**src/rtl/os_context_ctrl.sv**
```systemverilog
// OS context controller: current PID, round-robin quantum timer, next-PID picker,
// message FIFO and page/memory strobes, all decoded from instr[31:26].
module os_context_ctrl #(
  parameter int unsigned PID_W     = 5,
  parameter int unsigned NUM_PROC  = 4,
  parameter int unsigned QUANTUM   = 16,
  parameter int unsigned MSG_W     = 5,
  parameter int unsigned MSG_DEPTH = 4
) (
  input  logic                       clk,
  input  logic                       reset,
  input  logic [31:0]                instr,
  input  logic                       instr_valid,
  input  logic                       save_page,
  input  logic [NUM_PROC-1:0]        proc_active,
  output logic [PID_W-1:0]           pid_out,
  output logic [PID_W-1:0]           next_pid,
  output logic                       so_kernel,
  output logic [$clog2(QUANTUM)-1:0] quantum_left,
  output logic [MSG_W-1:0]           msg_data,
  output logic                       msg_valid,
  input  logic                       msg_ready,
  output logic                       msg_overflow,
  output logic                       page_update,
  output logic                       mem_write
);

  localparam int unsigned QW = $clog2(QUANTUM);
  localparam int unsigned AW = $clog2(MSG_DEPTH);
  localparam int unsigned CW = AW + 1;

  localparam logic [5:0] OP_EMIT_MSG    = 6'b011010;
  localparam logic [5:0] OP_ROUND_ROBIN = 6'b011011;
  localparam logic [5:0] OP_SET_PID     = 6'b011100;
  localparam logic [5:0] OP_CREATE_FILE = 6'b011101;
  localparam logic [5:0] OP_KERNEL_SWAP = 6'b100001;
  localparam logic [5:0] OP_INPUT       = 6'b001000;
  localparam logic [5:0] OP_HD_READ     = 6'b011111;

  typedef enum logic [1:0] {
    IDLE    = 2'd0,
    RUN     = 2'd1,
    EXPIRED = 2'd2
  } state_t;

  state_t               state_q, state_d;
  logic [PID_W-1:0]     pid_q, pid_d;
  logic [QW-1:0]        ql_q, ql_d;
  logic                 so_kernel_q, so_kernel_d;
  logic                 mem_write_q, mem_write_d;
  logic                 overflow_q, overflow_d;
  logic [MSG_W-1:0]     mem_q [MSG_DEPTH];
  logic [MSG_W-1:0]     mem_d [MSG_DEPTH];
  logic [AW-1:0]        wr_ptr_q, wr_ptr_d;
  logic [AW-1:0]        rd_ptr_q, rd_ptr_d;
  logic [CW-1:0]        count_q, count_d;

  logic [5:0] opcode;
  logic       op_emit, op_rr, op_set, op_create, op_ks, op_input, op_hd;
  logic       unused_instr;

  assign opcode       = instr[31:26];
  assign op_emit      = instr_valid && (opcode == OP_EMIT_MSG);
  assign op_rr        = instr_valid && (opcode == OP_ROUND_ROBIN);
  assign op_set       = instr_valid && (opcode == OP_SET_PID);
  assign op_create    = instr_valid && (opcode == OP_CREATE_FILE);
  assign op_ks        = instr_valid && (opcode == OP_KERNEL_SWAP);
  assign op_input     = instr_valid && (opcode == OP_INPUT);
  assign op_hd        = instr_valid && (opcode == OP_HD_READ);
  assign unused_instr = ^instr;

  // Round-robin pick: start at the slot after the current PID, wrap around.
  always_comb begin
    int unsigned         start;
    int unsigned         idx;
    logic                found;
    logic [NUM_PROC-1:0] sh;
    next_pid = '0;
    found    = 1'b0;
    idx      = 0;
    sh       = '0;
    if (pid_q != '0 && 32'(pid_q) <= NUM_PROC) start = 32'(pid_q) % NUM_PROC;
    else                                        start = 0;
    for (int unsigned off = 0; off < NUM_PROC; off++) begin
      idx = start + off;
      if (idx >= NUM_PROC) idx = idx - NUM_PROC;
      sh = proc_active >> idx;
      if (!found && sh[0]) begin
        found    = 1'b1;
        next_pid = PID_W'(idx + 1);
      end
    end
  end

  always_comb begin
    state_d = state_q;
    ql_d    = ql_q;
    pid_d   = pid_q;
    if (op_set) pid_d = instr[PID_W-1:0];
    unique case (state_q)
      IDLE: begin
        if (op_rr) begin
          state_d = RUN;
          ql_d    = QW'(QUANTUM - 1);
        end
      end
      RUN: begin
        if (op_ks) begin
          state_d = IDLE;
          ql_d    = '0;
        end else if (op_rr) begin
          ql_d = QW'(QUANTUM - 1);
        end else if (!op_input) begin
          if (ql_q == QW'(1)) begin
            state_d = EXPIRED;
            ql_d    = '0;
          end else begin
            ql_d = ql_q - QW'(1);
          end
        end
      end
      EXPIRED: begin
        if (op_ks) begin
          state_d = IDLE;
          pid_d   = next_pid;
        end
      end
      default: begin
        state_d = IDLE;
        ql_d    = '0;
      end
    endcase
    so_kernel_d = (state_d == EXPIRED);
    mem_write_d = op_hd;
  end

  // When full, a push is accepted only if the head leaves on the same edge.
  always_comb begin
    logic full, do_pop, do_push;
    full       = (count_q == CW'(MSG_DEPTH));
    do_pop     = (count_q != '0) && msg_ready;
    do_push    = op_emit && (!full || do_pop);
    mem_d      = mem_q;
    wr_ptr_d   = wr_ptr_q;
    rd_ptr_d   = rd_ptr_q;
    count_d    = count_q;
    overflow_d = overflow_q;
    if (do_push) begin
      mem_d[wr_ptr_q] = instr[MSG_W-1:0];
      wr_ptr_d        = wr_ptr_q + AW'(1);
    end
    if (do_pop) rd_ptr_d = rd_ptr_q + AW'(1);
    if (do_push && !do_pop)      count_d = count_q + CW'(1);
    else if (!do_push && do_pop) count_d = count_q - CW'(1);
    if (op_emit && full && !do_pop) overflow_d = 1'b1;
  end

  always_ff @(posedge clk or negedge reset) begin
    if (!reset) begin
      state_q     <= IDLE;
      pid_q       <= '0;
      ql_q        <= '0;
      so_kernel_q <= 1'b0;
      mem_write_q <= 1'b0;
      overflow_q  <= 1'b0;
      mem_q       <= '{default: '0};
      wr_ptr_q    <= '0;
      rd_ptr_q    <= '0;
      count_q     <= '0;
    end else begin
      state_q     <= state_d;
      pid_q       <= pid_d;
      ql_q        <= ql_d;
      so_kernel_q <= so_kernel_d;
      mem_write_q <= mem_write_d;
      overflow_q  <= overflow_d;
      mem_q       <= mem_d;
      wr_ptr_q    <= wr_ptr_d;
      rd_ptr_q    <= rd_ptr_d;
      count_q     <= count_d;
    end
  end

  assign pid_out      = pid_q;
  assign so_kernel    = so_kernel_q;
  assign quantum_left = ql_q;
  assign msg_valid    = (count_q != '0);
  assign msg_data     = (count_q != '0) ? mem_q[rd_ptr_q] : '0;
  assign msg_overflow = overflow_q;
  assign mem_write    = mem_write_q;
  assign page_update  = save_page || op_create;

endmodule
```
**config.mk**
```make
export PLATFORM = sky130hd
export DESIGN_NAME = os_context_ctrl
export DESIGN_NICKNAME = d
export VERILOG_FILES = /design/src/rtl/os_context_ctrl.sv
export SDC_FILE = /design/constraint.sdc
export NUM_CORES = 1
export LEC_CHECK = 0
export ABC_CLOCK_PERIOD_IN_PS = 2800
export BUFFER_PORTS_ARGS = -buffer_cell sky130_fd_sc_hd__buf_2
export CAP_MARGIN = 20
export CELL_PAD_IN_SITES_DETAIL_PLACEMENT = 0
export CELL_PAD_IN_SITES_GLOBAL_PLACEMENT = 2
export CORE_MARGIN = 10
export CORE_UTILIZATION = 30
export DETAILED_ROUTE_END_ITERATION = 8
export GPL_TIMING_DRIVEN = 0
export MAX_ROUTING_LAYER = met4
export PLACE_DENSITY = 0.74
export REMOVE_ABC_BUFFERS = 1
export SLEW_MARGIN = 20
export SYNTH_ARGS = -nofsm -noshare
export SYNTH_HDL_FRONTEND = slang
export SYNTH_SLANG_ARGS = --single-unit
```
**constraint.sdc**
```tcl
create_clock -name clk -period 2.8 [get_ports clk]
set_clock_uncertainty 0.1 [all_clocks]
set_input_delay 0.14 -clock clk [delete_from_list [all_inputs] [get_ports clk]]
set_output_delay 0.14 -clock clk [all_outputs]
set_load 0.02 [all_outputs]
```
* After elaboration in Yosys (flattened, before gate mapping)
Index checks and enable logic that the tools add are counted.
** Word-level totals
- Register bits after elaboration :: 41
- Input port bits :: 41
- Output and inout bits :: 24
- Word-level logic and storage cells :: 126
** Cells by class
- Add/subtract/negate cells :: 16
- $lt $le $gt $ge :: 8
- Equality and inequality tests :: 14
- Shifts and indexed selects :: 4
- Multiplexer cells :: 37
- Bitwise logic cells :: 3
- Reductions and logical operators :: 31
** Operators by type and width (count)
- $mux 32 :: 4
- $shr 4x32->1 :: 4
- $mux 5 :: 11
- $ge 32x3->1 const B :: 1
- $sub 32x3->32 const B :: 1
- $eq 6x5->1 const B :: 5
- $add 5x1->5 const B :: 4
- $bwmux 20 :: 1
- $mux 4 :: 5
- $logic_and 1x1->1 :: 18
- $ge 3x3->1 const B :: 5
- $mux 2 :: 7
- $pmux 4 s3 :: 1
- $sub 3x3->4 const B :: 3
- $bmux 5 s2 :: 1
- $demux 5 s2 :: 1
- $add 2x2->3 const B :: 2
- $eq 6x4->1 const B :: 1
- $eq 6x6->1 const B :: 1
- $logic_not 1->1 :: 6
- $mux 3 :: 2
- $not 2->3 :: 2
- $pmux 2 s3 :: 1
- $le 5x3->1 const B :: 1
- 20 further kinds :: 25

* Logic depth before layout (Yosys ltp)
Gate-level depths: netlist of run 1.
- Word-level depth :: 18
- Mapped depth :: 9
- Gate-level depth less buffers :: 9

* Worst setup path after synthesis of run 1
Ideal clock, no wire load.
- Kind :: reg2out
- Start :: register pid_q[3] (netlist: pid_out[3])
- End :: output next_pid[0]
- Arrival :: 2814 ps
- Data required time :: 2560 ps
- Slack :: -254 ps
- Cell stages (with the launch flop) :: 10
- Buffers on the path :: 2
- Cells stage by stage :: dfrtp_1 or4b_4 clkbuf_8 ha_1 clkbuf_1 mux2i_1 mux2i_1 nor2b_1 a221o_2 and2_1
** On the way
- Cells in the longest elaborated chain, start to end :: 16
- Elaborated cells between the ends (all ways) :: 40
- Classes of those cells :: 11 x add/sub; 5 x order compare; 4 x shift; 12 x mux; 8 x reduce/logical
** Ends and longest elaborated chain
- start: declaration :: line 47 : logic [PID_W-1:0] pid_q, pid_d;
- start signal: assignment :: line 172 : pid_q <= pid_d;
- $le 5x3->1 / $reduce_bool 5->1 (equally long branches) :: line 82 : if (pid_q != '0 && 32'(pid_q) <= NUM_PROC) start = 32'(pid_q) % NUM_PROC;
- $logic_and 1x1->1 (*) :: line 82
- $mux 2 (*) :: line 82
- $sub 32x3->32 / $ge 32x3->1 (equally long branches) :: line 86 : if (idx >= NUM_PROC) idx = idx - NUM_PROC;
- $mux 32 :: line 86
- $shr 4x32->1 :: line 87 : sh = proc_active >> idx;
- $mux 1 :: line 88 : if (!found && sh[0]) begin
- $logic_not 1->1 :: line 88
- $logic_and 1x1->1 :: line 88
- $mux 1 :: line 88
- $logic_not 1->1 :: line 88
- $logic_and 1x1->1 :: line 88
- $mux 1 :: line 88
- $logic_not 1->1 :: line 88
- $logic_and 1x1->1 :: line 88
- $mux 5 (*) :: line 88
- end: declaration :: line 17 : output logic [PID_W-1:0] next_pid,
Every way passes the cells marked *; elsewhere a longest branch is shown, timed or not.

* Worst setup path after layout of run 1
Same ends and word-level chain as after synthesis.

==> results of run 1 <==
-- where the power goes --
part           total [mW]  internal [mW]  switching (mW)
clock network       0.392          0.177           0.215
registers           0.834          0.695           0.139
logic                1.22          0.636           0.586
total                2.45           1.51           0.940
-- worst paths after layout --
| check | startpoint | endpoint | slack [ps] | cells after the start |
|---|---|---|---|---|
| min in group asynchronous | reset | mem_q[14] | 440 | 2 |
| worst max-delay path | pid_out[3] | next_pid[0] | -240 | 8 |
| worst min-delay path | msg_ready | rd_ptr_q[1] | 30 | 3 |
| max in group asynchronous | reset | pid_out[3] | 1530 | 2 |
| worst max register to register | pid_out[3] | pid_out[1] | -50 | 13 |
| worst min register to register | msg_overflow | msg_overflow | 370 | 1 |
-- cells by family (layout without fill, tap and decap cells) --
| family | Yosys count | count (layout) | synth area share (%) |
|---|---|---|---|
| DFF | 41 | 41 | 39.9 |
| xor gates and xnor gates | 7 | 7 | 2.39 |
| other | 1 | 2 | 0.146 |
| AOI/OAI and AO/OA | 39 | 39 | 11.2 |
| muxes | 36 | 36 | 17.6 |
| buffers and inverters | 18 | 80 | 3.31 |
| adders and majority gates | 14 | 14 | 7.11 |
| and+or+nand+nor | 77 | 77 | 18.3 |
-- placed cells by master, fill, tap and decap left out, types with 3 or more instances in the layout --
| cell type | count |
|---|---|
| a21oi_1 | 9 |
| and2_1 | 5 |
| buf_2 | 38 |
| buf_4 | 15 |
| buf_6 | 8 |
| clkbuf_8 | 5 |
| dfrtp_1 | 39 |
| ha_1 | 11 |
| inv_1 | 7 |
| mux2_2 | 23 |
| mux2i_1 | 5 |
| mux4_2 | 5 |
| nand2_1 | 15 |
| nand2_2 | 3 |
| nand2b_1 | 3 |
| nand4b_1 | 4 |
| nor2_1 | 15 |
| nor3_1 | 7 |
| nor4_2 | 3 |
| o21ai_0 | 4 |
| o22a_1 | 3 |
| xnor2_1 | 5 |
-- registers in the layout, summed over array words and instances, names as in the netlist --
name          count
rd_ptr_q          2
mem_write         1
state_q           2
quantum_left      4
msg_overflow      1
so_kernel         1
wr_ptr_q          2
pid_out           5
mem_q            20
count_q           3
-- stage by stage --
stage | utilization (%) | power, mW
CTS | 38.8 | 2.34
detailed placement | 34.6 | 1.70
finish | 40.5 | 2.45
floorplan | - | 1.43
global route | 40.5 | 2.63
global placement | 34.6 | 1.69
-- worst max-delay path: stages (launching register included) --
cell     delay [ps]
dfrtp_2         450
or4b_4          580
ha_4            340
mux2i_4         240
mux2i_1         120
nor2b_4         150
a221o_2         370
and2_4          150
buf_6           120
-- synth_stat cells, types with 2 or more instances --
cell      number
a21boi_0       3
a21o_1         2
a21oi_1        9
a221o_2        2
a31oi_1        2
and2_1         6
buf_4          2
clkbuf_1       5
dfrtp_1       41
ha_1          13
inv_1          8
mux2_2        24
mux2i_1        7
mux4_2         5
nand2_1       16
nand2_2        2
nand2b_1       5
nand3_1        3
nand4b_1       4
nor2_1        15
nor2b_1        2
nor3_1         7
nor4_1         2
nor4b_2        2
o211ai_1       2
o21ai_0        5
o22a_1         3
o31ai_1        2
or3_1          2
or4b_4         2
xnor2_1        5
xor2_1         2
-- metal layers --
metal	vias to the layer above	global-route usage [%]	share of wire, %
met5	-	-	0
met1	972	13.3	48
li1	975	-	-
met3	4	1.86	3.3
met4	0	2.54	1.0
met2	55	16.0	48
-- layout make-up --
cell class	count	area, um2
clock buffers	5	68.8
clock inverters	3	22.5
fillers	853	4910
inverters	9	37.5
multi-input cells	175	1640
flip-flops and latches	41	1030
well taps	105	131
repair buffers	63	423
-- repair_timing --
item,CTS,global route
endpoints found under the hold margin,41,0
hold buffers,1,0
pin swaps,10,12
buffers inserted,15,6
endpoints found under the setup margin,5,5
resized for setup,26,20
==> results.sh, run 1 <==
export IMPL_ys_flop_type="dfrtp_1"
export IMPL_portBuffers=41
export IMPL_hold_path_class="in2reg"
export IMPL_tightest_slew_ps=917
export IMPL_wire_per_inst_um=16.2
export IMPL_layout_nets=350
export IMPL_cts_inserted_buffers=5
export IMPL_ys_seq_elements=41
export IMPL_drt_pass1_iterations=4
export IMPL_cts_tree="done"
export IMPL_antenna_left=0
export IMPL_antenna_cells=0
export IMPL_setup_violations=4
export IMPL_endpoint_kind="primary output"
export IMPL_critPathLaunchType="flip-flop"
export IMPL_syn_area_um2=2570
export IMPL_synth_cell_types=55
export IMPL_layout_setup_ws_ps=-244
export IMPL_fin_area_um2=3350
export IMPL_grt_pass1_vias=2052
export IMPL_cts_path_max_buffers=2
export IMPL_design_core_area_um2=8260
export IMPL_outcome="finished with violations"
export IMPL_slew_headroom_pct=38.9
export IMPL_wl_mm=6.51
export IMPL_gp_congestion=0.755
export IMPL_rsz0062_at_grt="true"
export IMPL_drc=0
export IMPL_setup_tns_ps=-631
export IMPL_path_class="reg2out"
export IMPL_dp_slack_ps=-293
export IMPL_finalNonFillerCells=401
export IMPL_io_pins=65
export IMPL_worst_endpoint_required_ps=2560
export IMPL_clk_transition_reported_paths_ps=90
export IMPL_max_vdd_ir_drop_uv=272
export IMPL_synth_cells=233
export IMPL_max_freq_mhz=328
export IMPL_die_area_um2=12700
export IMPL_leakage_nw=1.56
export IMPL_syn_avg_cell_area_um2=11.0
export IMPL_finalMaxSlewViolations=0
export IMPL_ys_top_cells_by_area="dfrtp_1, mux2_2, ha_1, mux4_2, mux2i_1"
export IMPL_yosysWarnings=0
export IMPL_dpl_cell_area_um2=2860
export IMPL_die_h_um=113
export IMPL_dpl_cell_count=371
export IMPL_drv_cap=0
export IMPL_die_w_um=113
export IMPL_clockRootBuffer="clkbuf_8"
export IMPL_grt_pass1_wl_mm=10.5
export IMPL_drive_gt1_share_pct=46.3
export IMPL_fin_crit_sh_pct=109
export IMPL_p_per_area_nw_per_um2=731
export IMPL_ys_seq_area_share_pct=39.9
export IMPL_synth_top_area_share_pct=39.9
export IMPL_vias=2006
export IMPL_vias_per_cell=5.00
export IMPL_grt_overflow=0
export IMPL_synth_edf_count=0
export IMPL_grt_max_degree=42
export IMPL_violations="setup timing"
export IMPL_final_hold_viol_count=0
export IMPL_clock_sinks=41
export IMPL_synth_largest_area_cell="dfrtp_1"
export IMPL_hold_worst_slack_ps=27.0
export IMPL_synthToLayoutAreaGrowth_pct=30.3
export IMPL_path_max_fanout=5
export IMPL_start_util_pct=31.1
export IMPL_post_route_min_period_ps=3040
export IMPL_async_flop_share_pct=100
export IMPL_clkLatencyLatePin_ps=290
export IMPL_h_tree_depth=2
export IMPL_antenna_found_initial=0
export IMPL_drt_iter0_markers=71
export IMPL_grt_util_all_layers_pct=10.2
export IMPL_crit_arrival_ps=2800
export IMPL_dp_hpwl_mm=4.60
export IMPL_num_rows=33
Power figures use the tool's default switching activity.
==> inputs of run 2 (changes only) <==
--- a/config.mk
+++ b/config.mk
@@ -11,11 +11,12 @@
 export CELL_PAD_IN_SITES_DETAIL_PLACEMENT = 0
 export CELL_PAD_IN_SITES_GLOBAL_PLACEMENT = 2
 export CORE_MARGIN = 10
-export CORE_UTILIZATION = 30
+export CORE_UTILIZATION = 31
+export CTS_BUF_LIST = sky130_fd_sc_hd__clkbuf_8
 export DETAILED_ROUTE_END_ITERATION = 8
 export GPL_TIMING_DRIVEN = 0
 export MAX_ROUTING_LAYER = met4
-export PLACE_DENSITY = 0.74
+export PLACE_DENSITY = 0.76
 export REMOVE_ABC_BUFFERS = 1
 export SLEW_MARGIN = 20
 export SYNTH_ARGS = -nofsm -noshare
==> run 2 against run 1 <==
The flow still finishes with violations (setup timing). Via count rose by 0.45%. First-iteration DRC count down 5.6%. Power fell by 0.32%. Sequential power is 0.8% lower. Die area decreased by 2.7%. Final area decreased by 1.3%.
==> results.sh, run 2 (synthesis results as in run 1) <==
export IMPL_top_register="mem_q"
export IMPL_vias=2015
export IMPL_multi_input_area_um2=1580
export IMPL_layout_setup_ws_ps=-193
export IMPL_start_util_pct=31.6
export IMPL_drc=0
export IMPL_layout_nets=351
export IMPL_fin_crit_sh_pct=107
export IMPL_finalMaxSlewViolations=0
export IMPL_vias_per_cell=5.01
export IMPL_cts_path_max_buffers=2
export IMPL_whs_path_depth=3
export IMPL_h_tree_depth=2
export IMPL_switching_share_pct=36.9
export IMPL_max_freq_mhz=334
export IMPL_drive_gt1_share_pct=44.8
export IMPL_drv_cap=0
export IMPL_die_area_um2=12300
export IMPL_design_core_area_um2=8130
export IMPL_post_route_min_period_ps=2990
export IMPL_final_common_cell="buf_2"
export IMPL_largest_reg_flops=20
export IMPL_grt_pass1_wl_mm=10.5
export IMPL_worstReg2RegStart="pid_out[4]"
export IMPL_tightest_slew_ps=944
export IMPL_gp_congestion=0.752
export IMPL_slew_headroom_pct=36.6
export IMPL_final_cell_mix="buf_2, dfrtp_1, mux2_2"
export IMPL_violations="setup timing"
export IMPL_hold_path_class="in2reg"
export IMPL_antenna_found_initial=0
export IMPL_worst_endpoint_required_ps=2560
export IMPL_r2r_slack_ps=-120
export IMPL_setup_violations=4
export IMPL_crit_arrival_ps=2750
export IMPL_setup_tns_ps=-584
export IMPL_path_max_fanout=4
export IMPL_wire_per_inst_um=15.8
export IMPL_wl_mm=6.35
export IMPL_final_fill_count=791
export IMPL_combinationalPowerShare_pct=46.7
export IMPL_critPathLaunchType="flip-flop"
export IMPL_p_per_area_nw_per_um2=738
export IMPL_clkLatencyLatePin_ps=290
export IMPL_drt_pass1_iterations=4
export IMPL_pwr_share_clk_pct=19.4
export IMPL_outcome="finished with violations"
export IMPL_clock_sinks=41
export IMPL_rsz0062_at_grt="true"
export IMPL_seqPwrFrac_pct=33.9
export IMPL_grt_max_degree=42
export IMPL_io_pins=65
export IMPL_seq_area_um2=1030
export IMPL_cts_tree="done"
export IMPL_final_core_util_pct=40.6
export IMPL_endpoint_kind="primary output"
export IMPL_grt_pass1_vias=2167
export IMPL_antenna_cells=0
export IMPL_path_class="reg2out"
export IMPL_min_to="rd_ptr_q[1]"
export IMPL_reg2reg_depth=14
export IMPL_synthToLayoutAreaGrowth_pct=28.6
export IMPL_max_vdd_ir_drop_uv=314
export IMPL_clockRootBuffer="clkbuf_8"
export IMPL_hold_start="msg_ready"
export IMPL_clk_transition_reported_paths_ps=80
export IMPL_portBuffers=41
export IMPL_drt_iter0_markers=67
export IMPL_r2r_end="pid_out[1]"
export IMPL_dp_hpwl_mm=4.51
export IMPL_cts_inserted_buffers=5
export IMPL_die_h_um=111
export IMPL_grt_util_all_layers_pct=10.3
export IMPL_switchingPower_uw=901
export IMPL_final_hold_viol_count=0
export IMPL_p_int_mw=1.54
export IMPL_grt_overflow=0
export IMPL_die_w_um=111
export IMPL_leakage_nw=1.58
export IMPL_num_rows=33
export IMPL_antenna_left=0
[run 2: changes by cell type in the layout (fill, tap and decap cells not counted), sizes merged]
| cell | previous run | this run |
|---|---|---|
| clkinv | 3 | 1 |
| inv | 8 | 9 |
| buf | 62 | 63 |
| bufinv | 0 | 1 |
[run 2: layout make-up]
cell class	instances	share of cell area (%)
Inverter	9	1.14
Clock buffer	5	2.08
Clock inverter	3	1.29
Sequential cell	41	31.2
Tap cell	105	3.97
Multi-Input combinational cell	175	47.8
Timing Repair Buffer	64	12.6
[run 2: worst max-delay path by stage]
stage	start	endpoint
finish	pid_out[4]	next_pid[0]
global route	pid_out[4]	next_pid[0]
CTS	pid_out[4]	next_pid[0]
detailed placement	pid_out[3]	next_pid[0]
global placement	pid_out[3]	next_pid[0]
floorplan	pid_out[3]	next_pid[0]
[run 2: worst max-delay path, stage by stage, from the launching register on]
cell     delay [ps]
dfrtp_2         430
or4b_4          590
ha_4            320
mux2i_1         220
mux2i_1         130
nor2b_4         150
a221o_2         360
and2_4          140
buf_6           120
[run 2: stage by stage]
| step | cells | worst slack, ps | instance area, um2 | hold slack [ps] | power, mW |
|---|---|---|---|---|---|
| after detailed placement | 371 | -296 | 2860 | 228 | 1.69 |
| after CTS | 400 | -192 | 3240 | 32.8 | 2.41 |
| final | 402 | -193 | 3310 | 40.2 | 2.44 |
| after floorplan | 225 | -55.3 | 2520 | -256 | 1.43 |
| after global placement | 371 | -294 | 2860 | 230 | 1.69 |
| after global routing | 402 | -287 | 3310 | 41.7 | 2.62 |
[run 2: routing by layer]
layer | vias up | track usage, % | routed length, um
met5 | - | - | 0
met4 | 0 | 3.08 | 55
met3 | 2 | 2.06 | 226
met2 | 46 | 16.6 | 3210
met1 | 992 | 12.8 | 2860
li1 | 975 | - | -
[run 2: repair_timing]
item | in CTS | in global routing
hold buffers | 1 | 0
endpoints found under the setup margin | 5 | 4
resized for setup | 26 | 8
setup buffers | 21 | 2
pin swaps | 9 | 4
hold endpoints to repair | 41 | 0
[run 2: power groups by stage]
stage / sequential [mW] / combinational [mW] / clock [mW]
floorplan: 0.845 / 0.587 / 0
global placement: 0.845 / 0.843 / 0
detailed placement: 0.843 / 0.848 / 0
CTS: 0.831 / 1.09 / 0.489
global route: 0.856 / 1.25 / 0.515
finish: 0.827 / 1.14 / 0.472
